==> src/rtl/external_memory_arbiter_if.sv <==
// Requester-side and memory-side signals of the external memory arbiter.
// master = requesters plus the memory model; slave = the arbiter.
interface external_memory_arbiter_if;
    logic        req0;
    logic        req1;
    logic        we0;
    logic        we1;
    logic [31:0] addr0;
    logic [31:0] addr1;
    logic [31:0] wdata0;
    logic [31:0] wdata1;
    logic        ack0;
    logic        ack1;
    logic [31:0] rdata;
    logic        pause;
    logic        mem_control;
    logic [31:0] mem_addr;
    logic [31:0] mem_wdata;
    logic [2:0]  mem_read_mode;
    logic [2:0]  mem_write_mode;
    logic [31:0] mem_rdata;
    logic        busy;
    logic        grant;

    modport master (
        output req0, req1, we0, we1, addr0, addr1, wdata0, wdata1, mem_rdata,
        input  ack0, ack1, rdata, pause, mem_control, mem_addr, mem_wdata,
               mem_read_mode, mem_write_mode, busy, grant
    );

    modport slave (
        input  req0, req1, we0, we1, addr0, addr1, wdata0, wdata1, mem_rdata,
        output ack0, ack1, rdata, pause, mem_control, mem_addr, mem_wdata,
               mem_read_mode, mem_write_mode, busy, grant
    );
endinterface

==> src/rtl/external_memory_arbiter.sv <==
// Round-robin arbiter sharing the processor's external memory port between two requesters.
// Isolated access acks PAUSE_CYCLES+ACCESS_CYCLES+1 cycles after the request is sampled.
module external_memory_arbiter #(
    parameter int unsigned PAUSE_CYCLES  = 2,
    parameter int unsigned ACCESS_CYCLES = 2,
    parameter logic [2:0]  MODE_NONE     = 3'd0,
    parameter logic [2:0]  MODE_WORD     = 3'd2
) (
    input logic                      clk,
    input logic                      rst,
    external_memory_arbiter_if.slave bus
);

    if (PAUSE_CYCLES < 1 || PAUSE_CYCLES > 15) begin : g_bad_pause
        $error("PAUSE_CYCLES must be in 1..15");
    end
    if (ACCESS_CYCLES < 1 || ACCESS_CYCLES > 15) begin : g_bad_access
        $error("ACCESS_CYCLES must be in 1..15");
    end

    localparam logic [3:0] PAUSE_LOAD  = 4'(PAUSE_CYCLES - 1);
    localparam logic [3:0] ACCESS_LOAD = 4'(ACCESS_CYCLES - 1);

    typedef enum logic [1:0] {S_IDLE, S_PAUSE, S_ACCESS, S_DONE} state_t;

    state_t      r_state;
    state_t      w_next;
    logic [3:0]  r_cnt;
    logic        r_ptr;
    logic        r_grant;
    logic        r_we;
    logic [31:0] r_addr;
    logic [31:0] r_wdata;

    logic        r_ack0;
    logic        r_ack1;
    logic [31:0] r_rdata;
    logic        r_pause;
    logic        r_busy;
    logic        r_mem_control;
    logic [31:0] r_mem_addr;
    logic [31:0] r_mem_wdata;
    logic [2:0]  r_rmode;
    logic [2:0]  r_wmode;

    logic [1:0]  w_req;
    logic        w_latch;
    logic        w_sel;
    logic        w_we;
    logic [31:0] w_addr;
    logic [31:0] w_wdata;
    logic        w_acc_we;
    logic [31:0] w_acc_addr;
    logic [31:0] w_acc_wdata;

    assign w_req = {bus.req1, bus.req0};

    always_comb begin
        w_next  = r_state;
        w_latch = 1'b0;
        w_sel   = r_grant;
        case (r_state)
            S_IDLE: begin
                if (w_req != 2'b00) begin
                    w_latch = 1'b1;
                    w_sel   = w_req[r_ptr] ? r_ptr : ~r_ptr;
                    w_next  = S_PAUSE;
                end
            end
            S_PAUSE: begin
                if (r_cnt == 4'd0) w_next = S_ACCESS;
            end
            S_ACCESS: begin
                if (r_cnt == 4'd0) w_next = S_DONE;
            end
            S_DONE: begin
                // Processor is still stopped, so a waiting peer goes straight to ACCESS.
                if (w_req[~r_grant]) begin
                    w_latch = 1'b1;
                    w_sel   = ~r_grant;
                    w_next  = S_ACCESS;
                end else begin
                    w_next = S_IDLE;
                end
            end
            default: w_next = S_IDLE;
        endcase

        w_we        = w_sel ? bus.we1    : bus.we0;
        w_addr      = w_sel ? bus.addr1  : bus.addr0;
        w_wdata     = w_sel ? bus.wdata1 : bus.wdata0;
        w_acc_we    = w_latch ? w_we    : r_we;
        w_acc_addr  = w_latch ? w_addr  : r_addr;
        w_acc_wdata = w_latch ? w_wdata : r_wdata;
    end

    always_ff @(posedge clk or posedge rst) begin
        if (rst) r_state <= S_IDLE;
        else     r_state <= w_next;
    end

    always_ff @(posedge clk or posedge rst) begin
        if (rst) begin
            r_cnt         <= 4'd0;
            r_ptr         <= 1'b0;
            r_grant       <= 1'b0;
            r_we          <= 1'b0;
            r_addr        <= 32'd0;
            r_wdata       <= 32'd0;
            r_ack0        <= 1'b0;
            r_ack1        <= 1'b0;
            r_rdata       <= 32'd0;
            r_pause       <= 1'b0;
            r_busy        <= 1'b0;
            r_mem_control <= 1'b0;
            r_mem_addr    <= 32'd0;
            r_mem_wdata   <= 32'd0;
            r_rmode       <= MODE_NONE;
            r_wmode       <= MODE_NONE;
        end else begin
            if (w_next != r_state) begin
                r_cnt <= (w_next == S_PAUSE) ? PAUSE_LOAD : ACCESS_LOAD;
            end else if (r_cnt != 4'd0) begin
                r_cnt <= r_cnt - 4'd1;
            end

            if (w_latch) begin
                r_grant <= w_sel;
                r_we    <= w_we;
                r_addr  <= w_addr;
                r_wdata <= w_wdata;
            end

            if (r_state == S_DONE) r_ptr <= ~r_grant;

            // Outputs are registered from the next state so they line up with it.
            r_pause       <= (w_next != S_IDLE);
            r_busy        <= (w_next != S_IDLE);
            r_mem_control <= (w_next == S_ACCESS);
            if (w_next == S_ACCESS) begin
                r_mem_addr  <= w_acc_addr;
                r_mem_wdata <= w_acc_wdata;
            end
            r_wmode <= (w_next == S_ACCESS &&  w_acc_we) ? MODE_WORD : MODE_NONE;
            r_rmode <= (w_next == S_ACCESS && !w_acc_we) ? MODE_WORD : MODE_NONE;
            r_ack0  <= (w_next == S_DONE) && !r_grant;
            r_ack1  <= (w_next == S_DONE) &&  r_grant;

            if (r_state == S_ACCESS && w_next == S_DONE && !r_we) begin
                r_rdata <= bus.mem_rdata;
            end
        end
    end

    assign bus.ack0           = r_ack0;
    assign bus.ack1           = r_ack1;
    assign bus.rdata          = r_rdata;
    assign bus.pause          = r_pause;
    assign bus.busy           = r_busy;
    assign bus.grant          = r_grant;
    assign bus.mem_control    = r_mem_control;
    assign bus.mem_addr       = r_mem_addr;
    assign bus.mem_wdata      = r_mem_wdata;
    assign bus.mem_read_mode  = r_rmode;
    assign bus.mem_write_mode = r_wmode;

endmodule

==> src/flat_wrapper.sv <==
// flat-port wrapper written by rule: the top's interface ports become plain ports
module external_memory_arbiter_flat 
#(
    parameter int unsigned PAUSE_CYCLES  = 2,
    parameter int unsigned ACCESS_CYCLES = 2,
    parameter logic [2:0]  MODE_NONE     = 3'd0,
    parameter logic [2:0]  MODE_WORD     = 3'd2
)
  (clk, rst, bus_req0, bus_req1, bus_we0, bus_we1, bus_addr0, bus_addr1, bus_wdata0, bus_wdata1, bus_mem_rdata, bus_ack0, bus_ack1, bus_rdata, bus_pause, bus_mem_control, bus_mem_addr, bus_mem_wdata, bus_mem_read_mode, bus_mem_write_mode, bus_busy, bus_grant);
  external_memory_arbiter_if bus_i ();
  input logic clk;
  input logic rst;
  input wire logic [$bits(bus_i.req0)-1:0] bus_req0;
  input wire logic [$bits(bus_i.req1)-1:0] bus_req1;
  input wire logic [$bits(bus_i.we0)-1:0] bus_we0;
  input wire logic [$bits(bus_i.we1)-1:0] bus_we1;
  input wire logic [$bits(bus_i.addr0)-1:0] bus_addr0;
  input wire logic [$bits(bus_i.addr1)-1:0] bus_addr1;
  input wire logic [$bits(bus_i.wdata0)-1:0] bus_wdata0;
  input wire logic [$bits(bus_i.wdata1)-1:0] bus_wdata1;
  input wire logic [$bits(bus_i.mem_rdata)-1:0] bus_mem_rdata;
  output wire logic [$bits(bus_i.ack0)-1:0] bus_ack0;
  output wire logic [$bits(bus_i.ack1)-1:0] bus_ack1;
  output wire logic [$bits(bus_i.rdata)-1:0] bus_rdata;
  output wire logic [$bits(bus_i.pause)-1:0] bus_pause;
  output wire logic [$bits(bus_i.mem_control)-1:0] bus_mem_control;
  output wire logic [$bits(bus_i.mem_addr)-1:0] bus_mem_addr;
  output wire logic [$bits(bus_i.mem_wdata)-1:0] bus_mem_wdata;
  output wire logic [$bits(bus_i.mem_read_mode)-1:0] bus_mem_read_mode;
  output wire logic [$bits(bus_i.mem_write_mode)-1:0] bus_mem_write_mode;
  output wire logic [$bits(bus_i.busy)-1:0] bus_busy;
  output wire logic [$bits(bus_i.grant)-1:0] bus_grant;
  assign bus_i.req0 = bus_req0;
  assign bus_i.req1 = bus_req1;
  assign bus_i.we0 = bus_we0;
  assign bus_i.we1 = bus_we1;
  assign bus_i.addr0 = bus_addr0;
  assign bus_i.addr1 = bus_addr1;
  assign bus_i.wdata0 = bus_wdata0;
  assign bus_i.wdata1 = bus_wdata1;
  assign bus_i.mem_rdata = bus_mem_rdata;
  assign bus_ack0 = bus_i.ack0;
  assign bus_ack1 = bus_i.ack1;
  assign bus_rdata = bus_i.rdata;
  assign bus_pause = bus_i.pause;
  assign bus_mem_control = bus_i.mem_control;
  assign bus_mem_addr = bus_i.mem_addr;
  assign bus_mem_wdata = bus_i.mem_wdata;
  assign bus_mem_read_mode = bus_i.mem_read_mode;
  assign bus_mem_write_mode = bus_i.mem_write_mode;
  assign bus_busy = bus_i.busy;
  assign bus_grant = bus_i.grant;
  external_memory_arbiter #(.PAUSE_CYCLES(PAUSE_CYCLES), .ACCESS_CYCLES(ACCESS_CYCLES), .MODE_NONE(MODE_NONE), .MODE_WORD(MODE_WORD)) u_core (.clk(clk), .rst(rst), .bus(bus_i));
endmodule
==> config.mk <==
export PLATFORM = sky130hd
export DESIGN_NAME = external_memory_arbiter_flat
export DESIGN_NICKNAME = d
export VERILOG_FILES = /design/src/rtl/external_memory_arbiter_if.sv /design/src/rtl/external_memory_arbiter.sv /design/src/flat_wrapper.sv
export SDC_FILE = /design/constraint.sdc
export NUM_CORES = 1
export LEC_CHECK = 0
export ABC_CLOCK_PERIOD_IN_PS = 16500
export BUFFER_PORTS_ARGS = -buffer_cell sky130_fd_sc_hd__buf_2
export CORE_MARGIN = 2
export CORE_UTILIZATION = 35
export CTS_CLUSTER_DIAMETER = 80
export CTS_CLUSTER_SIZE = 24
export DETAILED_ROUTE_END_ITERATION = 12
export GPL_TIMING_DRIVEN = 0
export PLACE_DENSITY = 0.65
export SLEW_MARGIN = 25
export SYNTH_ARGS = -nofsm -noshare
export SYNTH_HDL_FRONTEND = slang
export SYNTH_SLANG_ARGS = --single-unit
==> constraint.sdc <==
create_clock -name clk -period 16.5 [get_ports clk]
set_input_delay 4.95 -clock clk [delete_from_list [all_inputs] [get_ports clk]]
set_output_delay 4.95 -clock clk [all_outputs]
set_load 0.01 [all_outputs]
==> qor.yml <==
antenna_left: 0
floorplan.rows: 55
cts_sinks: 175
antennaDiodeCount: 0
tightest_slew_ns: 0.820
setup_tns_ns: 0
synthFlopType: "dfrtp_1"
grt_pass1_wl_um: 35300
slowest_stage: "clkbuf_1"
ys_warn_count: 0
worst_setup_path_end_kind: "register"
grt_start_max_net_pins: 92
cts_buffers: 17
post-cts-setup-buffer-count: 0
syn_area_per_cell_um2: 11.2
fp.dieW_um: 156
cts_hold_buf: 0
hp-class: "register to register"
cp.arrival_ns: 7.24
initialDrtViolationCount: 270
maxCapViolCount: 0
start_util: 0.356
clk_latency_ns: 0.43
h-tree-depth: 4
postSynth.asyncResetShare: 1.00
place.gp.congestion: 0.775
cts_resized: 0
path_max_fanout: 10
critPathMaxStageDelay_ns: 0.66
grt_setup_unrepaired: "no"
grt_pass1_vias: 6819
powerDensity_mw_per_mm2: 226
drive_gt1_frac: 0.418
clkTransAtPathRegs_ns: 0.07
synth-seq-cells: 175
synth_commonest_cells: "dfrtp_1, nor2_1, nor3_1"
status: "completed"
cts_tree: "built"
synth_edf_count: 0
fmax_mhz: 144
synth_cells: 720
drc: 0
hold_slack_ns: 0.476
slew_violations: 0
n_fill_cell: 2158
num_vias: 6676
timing.slew.headroom: 0.453
fp.dieH_um: 156
antenna_found_initial: 0
syn2layout_area_growth_pct: 29.7
avgRoutedWirePerCell_um: 17.2
synth_most_common_cell: "dfrtp_1"
grt_use_total: 0.186
critPathMostFrequentCell: "clkbuf_1"
crit_type: "input port to register"
die_area_mm2: 0.0243
cts-root-buf: "clkbuf_16"
fin_crit_sh: 0.420
clock_path_buffers: 2
yosysSeqAreaShare: 0.543
overflow: 0
finalWirelength_um: 22500
viasPerCell: 5.10
firstDrtPassIters: 4
final_nets: 1184
pin_count: 274
netlist_area_mm2: 0.00807
dpl.hpwl_um: 16300
report.final.hold_viol_count: 0
synth.area.top_cells: "dfrtp_1, o41ai_2, nor3_1"
ys_types: 49
synth_largest_area_cell: "dfrtp_1"
io_buffers: 269
cp_cell_sequence: "buf_2 -> nor2b_1 -> o21a_1 -> nor2_1 -> clkbuf_1 -> clkbuf_1 -> nor3_1 -> o41ai_2"
ir_drop_uv: 74.4
skew_ns: 0.0170
period_needed_ns: 6.93
start_kind: "input port"
p_leak_nw: 5.08
crit_required_ns: 16.81
setup_viol: 0
synth_top_area_share: 0.543
core_area_mm2: 0.0226
-- report_power, final --
part           switching, W  leakage [nW]  internal (W)  total (W)
Clock              0.000183         0.312      0.000265   0.000448
Combinational      0.000715          2.67      0.000468    0.00118
Sequential        0.0000919          2.11      0.000644   0.000736
-- cells in the final DEF, fill, tap and decap left out, types with 2 or more instances in the layout --
master      count
buf_2         278
dfrtp_1       175
nor2_1        134
nor3_1        114
nand2_1        68
o41ai_2        55
clkbuf_1       28
mux2_4         20
clkbuf_16      17
mux2_2         15
a21oi_1        14
buf_6           9
o31ai_1         8
a32o_1          7
ha_1            6
o21ai_0         5
inv_1           5
buf_4           5
inv_6           5
conb_1          4
bufinv_16       4
a21o_1          3
a221oi_1        3
a211oi_1        3
a221o_1         2
nor2b_1         2
nor3b_1         2
a2111oi_0       2
clkbuf_8        2
clkinvlp_4      2
clkinv_4        2
-- final timing paths --
kind / start / to / slack [ns] / cells after the start
setup / recovery: bus_req1 / u_core.bus.mem_wdata[13] / 9.57 / 8
hold / removal: u_core.bus.mem_wdata[2] / u_core.bus.mem_wdata[2] / 0.48 / 2
setup reg to reg: u_core.r_state[0] / u_core.bus.mem_wdata[13] / 13.19 / 9
hold reg to reg: u_core.bus.mem_wdata[2] / u_core.bus.mem_wdata[2] / 0.48 / 2
max in group asynchronous: rst / u_core.bus.mem_wdata[15] / 11.03 / 3
min in group asynchronous: rst / u_core.bus.rdata[20] / 4.60 / 2
-- metrics by stage --
step            util  cells  cell area, um2  power [W]  setup slack, ns
2_1_floorplan      -    723            8080    0.00156             6.80
3_3_place_gp   0.432   1277            9780    0.00192             4.66
3_5_place_dp   0.434   1278            9820    0.00194             9.06
4_1_cts        0.462   1310           10500    0.00240             9.52
5_1_grt        0.462   1310           10500    0.00255             9.40
6_report       0.462   1310           10500    0.00237             9.57
-- layout make-up --
cell class,count,area (um2),area share
plain buffers,51,289,0.0276
clock buffers,19,453,0.0433
multi-input cells,490,3380,0.323
inverters,7,33.8,0.00323
clock inverters,13,196,0.0188
flip-flops and latches,175,4380,0.418
repair buffers,270,1370,0.131
well taps,285,357,0.0341
-- routing by layer --
metal,vias to the layer above,global-route usage,part of all wire
li1,3157,-,-
met1,3271,0.240,0.45
met2,236,0.314,0.48
met3,12,0.0469,0.065
met4,0,0.0467,0.0087
met5,-,0,0
-- worst max-delay path, delay by kind of cell --
| kind | cells | cell delay (ns) |
|---|---|---|
| compound gates | 2 | 0.43 |
| buf+inv | 3 | 1.27 |
| simple gates | 3 | 0.56 |
-- flip-flops by register name, indices dropped and copies added, names as in the netlist --
name and count:
u_core.bus.ack0 1, u_core.bus.ack1 1, u_core.bus.grant 1, u_core.bus.mem_addr 32, u_core.bus.mem_control 1, u_core.bus.mem_read_mode 1
u_core.bus.mem_wdata 32, u_core.bus.mem_write_mode 1, u_core.bus.pause 1, u_core.bus.rdata 32, u_core.r_addr 32, u_core.r_cnt 4
u_core.r_ptr 1, u_core.r_state 2, u_core.r_wdata 32, u_core.r_we 1
-- cell families (layout without fill, tap and decap cells) --
family,count (synthesis),in the layout,synth area share
xor gates and xnor gates,1,1,0.00109
buffers and inverters,58,360,0.0391
muxes,35,35,0.0582
adders and majority gates,6,6,0.00931
and+or+nand+nor,332,332,0.181
other,1,4,0.000465
AOI/OAI and AO/OA,112,112,0.168
DFF,175,175,0.543
(Power assumes the default switching activity.)
